===== config.mk =====
export PLATFORM = sky130hd
export DESIGN_NAME = pc_unit
export DESIGN_NICKNAME = d
export VERILOG_FILES = /design/src/rtl/pc_pkg.sv /design/src/rtl/pc_ras.sv /design/src/rtl/pc_unit.sv
export SDC_FILE = /design/constraint.sdc
export NUM_CORES = 1
export LEC_CHECK = 0
export CAP_MARGIN = 20
export CELL_PAD_IN_SITES_DETAIL_PLACEMENT = 1
export CELL_PAD_IN_SITES_GLOBAL_PLACEMENT = 2
export CORE_ASPECT_RATIO = 1.5
export CORE_MARGIN = 8
export CORE_UTILIZATION = 32
export CTS_BUF_LIST = sky130_fd_sc_hd__clkbuf_8
export DETAILED_ROUTE_END_ITERATION = 6
export PLACE_DENSITY = 0.89
export SYNTH_ARGS = -nofsm -noshare
export SYNTH_HDL_FRONTEND = slang
export SYNTH_SLANG_ARGS = --single-unit

===== constraint.sdc =====
create_clock -name clk_i -period 3 [get_ports clk_i]
set_clock_uncertainty 0.1 [all_clocks]
set_input_delay 0.9 -clock clk_i [delete_from_list [all_inputs] [get_ports clk_i]]
set_output_delay 0.9 -clock clk_i [all_outputs]
set_load 0.05 [all_outputs]

===== src/rtl/pc_pkg.sv =====
// Shared types and defaults for the fetch-stage program-counter unit.
package pc_pkg;

    typedef enum logic [1:0] {
        ST_IDLE = 2'd0,
        ST_RUN  = 2'd1,
        ST_HALT = 2'd2
    } pc_state_e;

    localparam logic [31:0] DEF_TRAP_VEC = 32'h0000_0100;
    localparam int          DEF_INC      = 4;

    // Width of the circular return-stack pointer; never narrower than one bit.
    function automatic int ras_ptr_w(input int depth);
        return (depth < 2) ? 1 : $clog2(depth);
    endfunction

endpackage


===== src/rtl/pc_ras.sv =====
// Circular return-address stack: a push when full overwrites the oldest entry.
module pc_ras
    import pc_pkg::*;
#(
    parameter int PC_W      = 32,
    parameter int RAS_DEPTH = 4
) (
    input  logic            clk_i,
    input  logic            rst_i,
    input  logic            push_i,
    input  logic            pop_i,
    input  logic [PC_W-1:0] data_i,
    output logic [PC_W-1:0] top_o,
    output logic            empty_o,
    output logic            full_o
);

    localparam int PTR_W = ras_ptr_w(RAS_DEPTH);
    localparam int CNT_W = PTR_W + 1;
    localparam logic [CNT_W-1:0] CNT_MAX = CNT_W'(RAS_DEPTH);

    logic [PC_W-1:0]  mem_q [RAS_DEPTH];
    logic [PC_W-1:0]  mem_d [RAS_DEPTH];
    logic [PTR_W-1:0] ptr_q, ptr_d;
    logic [CNT_W-1:0] cnt_q, cnt_d;
    logic [PTR_W-1:0] top_idx;

    // ptr_q names the next free slot; the top entry sits one below it.
    always_comb begin
        mem_d = mem_q;
        ptr_d = ptr_q;
        cnt_d = cnt_q;
        if (push_i) begin
            mem_d[ptr_q] = data_i;
            ptr_d        = ptr_q + 1'b1;
            if (cnt_q != CNT_MAX) begin
                cnt_d = cnt_q + 1'b1;
            end
        end else if (pop_i && (cnt_q != '0)) begin
            ptr_d = ptr_q - 1'b1;
            cnt_d = cnt_q - 1'b1;
        end
    end

    always_ff @(posedge clk_i) begin
        if (!rst_i) begin
            for (int i = 0; i < RAS_DEPTH; i++) begin
                mem_q[i] <= '0;
            end
            ptr_q <= '0;
            cnt_q <= '0;
        end else begin
            mem_q <= mem_d;
            ptr_q <= ptr_d;
            cnt_q <= cnt_d;
        end
    end

    assign top_idx = ptr_q - 1'b1;
    assign top_o   = mem_q[top_idx];
    assign empty_o = (cnt_q == '0);
    assign full_o  = (cnt_q == CNT_MAX);

endmodule


===== src/rtl/pc_unit.sv =====
// Fetch-stage program counter: IDLE/RUN/HALT control, trap vectoring with EPC
// capture, and branch/call/return redirect backed by a small return stack.
module pc_unit
    import pc_pkg::*;
#(
    parameter int          PC_W      = 32,
    parameter logic [31:0] RESET_PC  = 32'h0,
    parameter logic [31:0] TRAP_VEC  = DEF_TRAP_VEC,
    parameter int          INC       = DEF_INC,
    parameter int          RAS_DEPTH = 4
) (
    input  logic            clk_i,
    input  logic            rst_i,
    input  logic            start_i,
    input  logic            halt_i,
    input  logic            pc_write_i,
    input  logic            branch_i,
    input  logic            call_i,
    input  logic            ret_i,
    input  logic [PC_W-1:0] target_i,
    input  logic            trap_i,
    output logic [PC_W-1:0] pc_o,
    output logic            pc_valid_o,
    output logic [PC_W-1:0] epc_o,
    output logic            ras_empty_o,
    output logic            ras_full_o,
    output logic            ras_underflow_o,
    output logic [1:0]      state_o
);

    localparam logic [PC_W-1:0] RST_PC  = PC_W'(RESET_PC);
    localparam logic [PC_W-1:0] TRAP_PC = PC_W'(TRAP_VEC);
    localparam logic [PC_W-1:0] STEP    = PC_W'(INC);

    pc_state_e       state_q, state_d;
    logic [PC_W-1:0] pc_q, pc_d;
    logic [PC_W-1:0] epc_q, epc_d;
    logic            uf_q, uf_d;
    logic            push, pop;
    logic [PC_W-1:0] pc_seq;
    logic [PC_W-1:0] ras_top;

    assign pc_seq = pc_q + STEP;

    pc_ras #(
        .PC_W      (PC_W),
        .RAS_DEPTH (RAS_DEPTH)
    ) u_ras (
        .clk_i   (clk_i),
        .rst_i   (rst_i),
        .push_i  (push),
        .pop_i   (pop),
        .data_i  (pc_seq),
        .top_o   (ras_top),
        .empty_o (ras_empty_o),
        .full_o  (ras_full_o)
    );

    always_ff @(posedge clk_i) begin
        if (!rst_i) begin
            state_q <= ST_IDLE;
            pc_q    <= RST_PC;
            epc_q   <= '0;
            uf_q    <= 1'b0;
        end else begin
            state_q <= state_d;
            pc_q    <= pc_d;
            epc_q   <= epc_d;
            uf_q    <= uf_d;
        end
    end

    // A trap keeps the unit in RUN even when halt_i is also raised.
    always_comb begin
        state_d = state_q;
        case (state_q)
            ST_IDLE: if (start_i) state_d = ST_RUN;
            ST_RUN:  if (halt_i && !trap_i) state_d = ST_HALT;
            ST_HALT: if (start_i) state_d = ST_RUN;
            default: state_d = ST_IDLE;
        endcase
    end

    always_comb begin
        pc_d  = pc_q;
        epc_d = epc_q;
        uf_d  = 1'b0;
        push  = 1'b0;
        pop   = 1'b0;
        if (state_q == ST_IDLE) begin
            pc_d = RST_PC;
        end else if (state_q == ST_RUN) begin
            if (trap_i) begin
                epc_d = pc_q;
                pc_d  = TRAP_PC;
            end else if (halt_i || !pc_write_i) begin
                pc_d = pc_q;
            end else if (branch_i) begin
                pc_d = target_i;
            end else if (call_i) begin
                push = 1'b1;
                pc_d = target_i;
            end else if (ret_i) begin
                if (!ras_empty_o) begin
                    pop  = 1'b1;
                    pc_d = ras_top;
                end else begin
                    uf_d = 1'b1;
                    pc_d = target_i;
                end
            end else begin
                pc_d = pc_seq;
            end
        end
    end

    always_comb begin
        pc_o            = pc_q;
        epc_o           = epc_q;
        pc_valid_o      = (state_q == ST_RUN);
        ras_underflow_o = uf_q;
        state_o         = state_q;
    end

endmodule


* Word level (Yosys, flattened, before mapping)
Cells that the tools add are included.
Word-level totals: flip-flop bits (word level) 200, bits in latches 0, RAM bits 0, memory bits (read-only) 0, output and inout port bits 70, word-level logic and storage cells 84, memories 0
Cells by class: $add $sub $neg 5, multiply operators 0, divide/modulo/power cells 0, magnitude comparators 3, equality and inequality tests 8, shift-type cells 0, muxes and demuxes 35, bitwise logic cells 6, reductions and logical operators 17
Operator list (count):
- 32-bit 2-to-1 mux | 9
- 128-bit bitwise mux | 1
- 32-bit binary-select mux with 2-bit select | 1
- 32-bit demux with 2-bit select | 1
- 32-bit by 3-bit adder with 32-bit output (second input constant) | 1
- 1-bit 2-to-1 mux | 15
- 3-bit 2-to-1 mux | 3
- 2-bit 2-to-1 mux | 4
- 8-bit OR reduction | 1
- 3-bit >= comparator (second input constant) | 2
- 2-bit by 1-bit != test with 1-bit output (second input constant) | 3
- 2-bit NOT with 3-bit output | 2
- 2-bit AND reduction | 3
- 1-bit NOT | 4
- 2-bit case mux with 2 select lines | 1
- 2-bit OR reduction | 2
- 3-bit by 1-bit adder with 3-bit output (second input constant) | 1
- 3-bit equality test (second input constant) | 1
- 1-bit logical AND | 3
- 3-bit zero test | 1
- 3-bit by 1-bit less-than comparator with 1-bit output (second input constant) | 1
- 3-bit != test (second input constant) | 1
- 3-bit AND reduction | 1
- 3-bit nonzero test | 1
- 10 further kinds | 11

* Depth between registers and ports, before layout
depth after elaboration 12, gate-level depth with buffers 11

* Hierarchy
Synthesis repeated with hierarchy kept, for this count alone.
Second synthesis, totals: cells, all modules 1211, area, all modules 9883.2 µm²
Modules (own cells, without submodules):
- pc_ras | instances 1, cells an instance 646, area each 5505.3 µm², sequential area each 2662.6 µm²
- pc_unit | instances 1, cells an instance 565, area each 4377.9 µm², sequential area each 1341.3 µm²

* Worst setup path after synthesis
OpenSTA, ideal clock, no wires.
path type flip-flop to flip-flop, start point register u_ras.ptr_q[0], end point register pc_q[27] (netlist: pc_o[27]), setup time 0.135 ns, arrival 2.827 ns, slack -0.063 ns, stages on the path, launching flop included 11, cell sequence dfxtp_1 > clkbuf_1 > buf_1 > inv_1 > ha_1 > buf_2 > buf_2 > mux4_2 > mux2_2 > o21ai_0 > o22ai_1
On the way: cells in the longest elaborated chain, start to end 11
RTL lines:
- from (decl) | RTL line pc_ras.sv:24 | logic [PTR_W-1:0] ptr_q, ptr_d;
- from (signal assigned) | RTL line pc_ras.sv:54 | ptr_q <= ptr_d;
- 2-bit by 1-bit subtractor with 2-bit output | RTL line pc_ras.sv:59 | assign top_idx = ptr_q - 1'b1;
- 2-bit NOT with 3-bit output (not written as such) | RTL line pc_ras.sv:60 | assign top_o = mem_q[top_idx];
- 32-bit binary-select mux with 2-bit select | RTL line pc_ras.sv:60
- 32-bit 2-to-1 mux (not written as such) (2 in series) | RTL line pc_ras.sv:60
- 32-bit 2-to-1 mux | RTL line pc_unit.sv:104 | if (!ras_empty_o) begin
- 32-bit 2-to-1 mux | RTL line pc_unit.sv:103 | end else if (ret_i) begin
- 32-bit 2-to-1 mux | RTL line pc_unit.sv:100 | end else if (call_i) begin
- 32-bit 2-to-1 mux | RTL line pc_unit.sv:98 | end else if (branch_i) begin
- 32-bit 2-to-1 mux | RTL line pc_unit.sv:96 | end else if (halt_i || !pc_write_i) begin
- 32-bit 2-to-1 mux | RTL line pc_unit.sv:93 | if (trap_i) begin
- to (signal assigned) | RTL line pc_unit.sv:67 | pc_q <= pc_d;
- to (decl) | RTL line pc_unit.sv:36 | logic [PC_W-1:0] pc_q, pc_d;
Every way passes these cells. The select of a mux whose other input is x is not followed. A chain may end at the register's enable or synchronous reset.

* Worst setup path in the final report
start point register pc_q[2] (netlist: pc_o[2]), end point output port pc_o[2]
RTL lines:
- to (decl) | RTL line pc_unit.sv:22 | output logic [PC_W-1:0] pc_o,
No word-level cell between the ends.

==> results <==
- The wire length per cell is around 20 um.
- The detail route stage leaves a number of antenna-violating nets equal to 0.
- The die is 223.7 um tall.
- The first-iteration detailed-routing DRC count is between 300 and 400.
- The die covers roughly 35,000 um^2.
- The wire length reported by the detailed router is approximately 31 mm.
- Summed over all cells, the static leakage comes to between 3 and 4 nW.
- For this run, the detailed router's first-pass iteration total came to 4.
- The number of violations of the max-capacitance limit is 0.
- The worst slew margin relative to its limit is between 50% and 60%.
- Global routing used 17.87% of the available tracks across all layers.
- The slowest cell on the critical path is sky130_fd_sc_hd__clkdlybuf4s50_1.
- The worst path uses between 90% and 100% of the clock period.
- The relative area change from synthesis to final layout is 24.06%.
- In this run, placement finished with an instance count of between 1,000 and 1,500.
- At the pin with the least slew margin, the transition time is between 0.6 and 0.7 ns.
- The ratio of cells with drive above 1 in the final layout is between 10% and 20%.
- The worst hold-check slack is 0.3578 ns.
- The top fanout value on the critical path is 8.
- The latest clock arrival within the worst-skew pair is roughly 0.50 ns.
- In the routed design, unresolved DRC markers number 0.
- The largest voltage drop on the vdd net is 204.5 uV.
- The nature of the critical path startpoint is a register.
- The largest single stage delay on the critical path is 0.84 ns.
- The cell sitting at the root of the clock tree is a sky130_fd_sc_hd__clkbuf_8.
- The minimum clock period after layout is about 3.0 ns.
- Setup repair after global routing left no endpoint under its margin.
- The type of the tightest min-delay check is register to register.
- The timing-limited maximum frequency is 338.6 MHz.
- The core utilization of the finished layout is around two fifths.
- The synthesized design contains 0 enable-type register cells.
- The share of the Yosys chip area taken by registers is ~44%.
- The floorplan step set the die width to 154.4 um.
- During synthesis, Yosys emitted a total of 0 warnings.
- Across all setup checks in the final design, the least slack found is 0.04644 ns.
- In the final design database the tool counted approximately 1,200 nets.
- The final count of hold timing violations came to 0.
- The capturing point of the worst reg2reg path is u_ras.mem_q[80].
- In the synthesized netlist, the number of instances is between 1,000 and 1,500.
- The number of rows created at floorplan is between 70 and 80.
- The routed via count is 8,356.
- The initial antenna violation count came to 1.
- The count of cells resized by post-cts repair is 0.
- STA puts the critical path data required time at around 2 ns.
- Pin placement for this block handled around 110 I/O pins.
- The number of pins exceeding their max-slew limit in the final report is 0.
- For this run, the leading register cell type out of synthesis is sky130_fd_sc_hd__dfxtp_1.
- Buffers added to address setup during post-CTS repair amount to 0.
- The number of port buffers is 110.
- The share of synthesized flip-flops with an asynchronous set or reset is 0%.
- The count of non-filler cells in the finished layout is approximately 1,500.
- Routability-driven placement finished with a final weighted congestion of around 0.85.
- Entering global routing, the biggest net connects around 120 pins.
- The total power per unit cell area is ~420 nW/um^2.
- At the worst endpoint, the arrival time is around 2 ns.
- Clock-pin slew was measured on the worst setup and hold paths at about 0.1 ns.
- The detail-routed via count per cell is ~5.5.
- The core area is ~29,000 um^2.
- The number of buffers inserted for hold repair after clock tree synthesis is 0.
- The clock passes through at most 2 buffers.
- The synthesized area is approximately 9200 um^2.
- In this run, CTS created clock tree buffers numbering 17.
- STA classifies the critical path endpoint as a primary output.
- The synthesized area divided by synthesized cell count is approximately 8.9 um^2.
- Setup slack on the worst reg-to-reg path comes out at approximately 0.24 ns.
- By startpoint and endpoint, the worst setup path is classified as register to primary output.
- The number of cells on the worst reg-to-reg path is 5.
- The worst register-to-register path begins at pc_o[5].
- The post-synth net total is 1,086.
- Before CTS, the worst setup slack after placement is -0.4240 ns.
- Setup violations remaining at the end of the flow were counted as 0.
- The effective utilization at floorplan is 32.25%.
- The critical path goes through buf_4 -> clkdlybuf4s50_1.
- The capture point of the worst path is pc_o[2].
- The global-route wire length before repair is between 40 and 50 mm.
- The clock net sink count is 200.
- In this run the worst setup path begins at pc_o[2].
- The netlist uses 66 different library cells.
- Counting flops and latches in the post-synthesis netlist gives 200.
- TritonCTS built the clock tree.
- The total overflow reported by the global router is 0.
- The HPWL after detailed placement is 22.55 mm.
- The via count of the first global-routing pass is just under 9,000.
- The flow ran to the end, and the final reports show no timing, DRC or antenna violations.
- The H-tree was split into 4 levels.
[power breakdown]
part / switching (mW) / internal, mW
Sequential: 0.0119 / 2.66
Clock: 1.04 / 0.765
Combinational: 0.203 / 0.139
Total: 1.25 / 3.57
[cell usage after synthesis, drive strengths merged (6+ instances only)]
cell    number  area (um^2)
a211oi      77        598.1
nor2       102        382.9
xnor2       17        148.9
clkbuf      66        249.0
a21o        13        97.59
inv         16        60.06
or3          9        56.30
o21ai       66        330.3
o211ai       8        60.06
a31oi        9        56.30
mux2i        7        70.07
and2        19        121.4
o31ai        8        60.06
a21oi       95        475.5
nand2      124        468.0
nand3       26        140.1
nor3         8        50.05
a32o         6        60.06
or4          9        71.32
buf         28        142.6
dfxtp      200         4004
nand4        7        43.79
mux4        32        720.7
nor4         8        71.32
nor2b        7        43.79
o22ai        8        50.05
[worst max-delay path: cells and delay by family, from the launching register on]
family | cells | cell delay (ns)
DFF | 1 | 0.41
buffers and inverters | 2 | 1.05
[flip-flops by register name, indices dropped and copies added (netlist names)]
name and flops:
u_ras.mem_q 128, epc_o 32, pc_o 32, u_ras.cnt_q 3
state_o 2, u_ras.ptr_q 2, ras_underflow_o 1
[how the worst min path moves through the flow]
stage                     cells past startpoint         endpoint            start  slack [ns]
after floorplan                               2  u_ras.mem_q[32]  u_ras.mem_q[32]        0.33
after global placement                        2        epc_o[26]        epc_o[26]        0.34
after detailed placement                      2        epc_o[24]        epc_o[24]        0.35
after CTS                                     2        epc_o[24]        epc_o[24]        0.36
after global routing                          2        epc_o[25]        epc_o[25]        0.37
final                                         2        epc_o[25]        epc_o[25]        0.36
[routing by layer]
layer  global-route usage (%)  vias up  wire length, um
li1                         -     3988                -
met1                    20.78     4143            13020
met2                    31.64      167            15840
met3                    2.836       58              978
met4                    8.151        0              991
met5                        0        -                0
[metrics by stage]
stage / TNS, ns / power (mW) / cell area, um^2
after global placement: -0.3269 / 3.073 / 11000
final: 0 / 4.818 / 11410
after detailed placement: -0.7519 / 3.077 / 11000
after floorplan: 0 / 2.898 / 9201
after global routing: 0 / 4.993 / 11410
after CTS: 0 / 4.868 / 11410
[kinds of logic (layout without fill, tap and decap cells)]
group / Yosys count / in the layout / synth area share [%]
simple gates: 338 / 338 / 17.26
compound gates: 323 / 323 / 22.63
flops: 200 / 200 / 43.52
buf+inv: 111 / 227 / 4.950
mux: 41 / 41 / 8.840
xor+xnor: 20 / 20 / 1.904
fa+ha+maj: 6 / 6 / 0.8976
other cells: 0 / 1 / 0
[layout by cell type (no fill, tap or decap), types with 11 or more instances in the layout]
master / instances
sky130_fd_sc_hd__a21o_1: 13
sky130_fd_sc_hd__buf_12: 11
sky130_fd_sc_hd__dfxtp_1: 200
sky130_fd_sc_hd__and2_1: 14
sky130_fd_sc_hd__clkbuf_8: 17
sky130_fd_sc_hd__o21ai_0: 63
sky130_fd_sc_hd__nand2_1: 123
sky130_fd_sc_hd__nand3_1: 24
sky130_fd_sc_hd__clkdlybuf4s50_1: 105
sky130_fd_sc_hd__xnor2_1: 17
sky130_fd_sc_hd__buf_4: 60
sky130_fd_sc_hd__a21oi_1: 95
sky130_fd_sc_hd__inv_1: 18
sky130_fd_sc_hd__nor2_1: 102
sky130_fd_sc_hd__mux4_2: 32
sky130_fd_sc_hd__a211oi_1: 73
[area by class of cell]
class,count,area [um^2]
inverters,17,65.06
repair buffers,178,1747
flip-flops and latches,200,4004
multi-input cells,728,4753
diodes,1,2.502
clock buffers,17,234.0
fillers,3305,17110
clock inverters,15,168.9
well taps,351,439.2
Power figures use the tool's default switching activity.
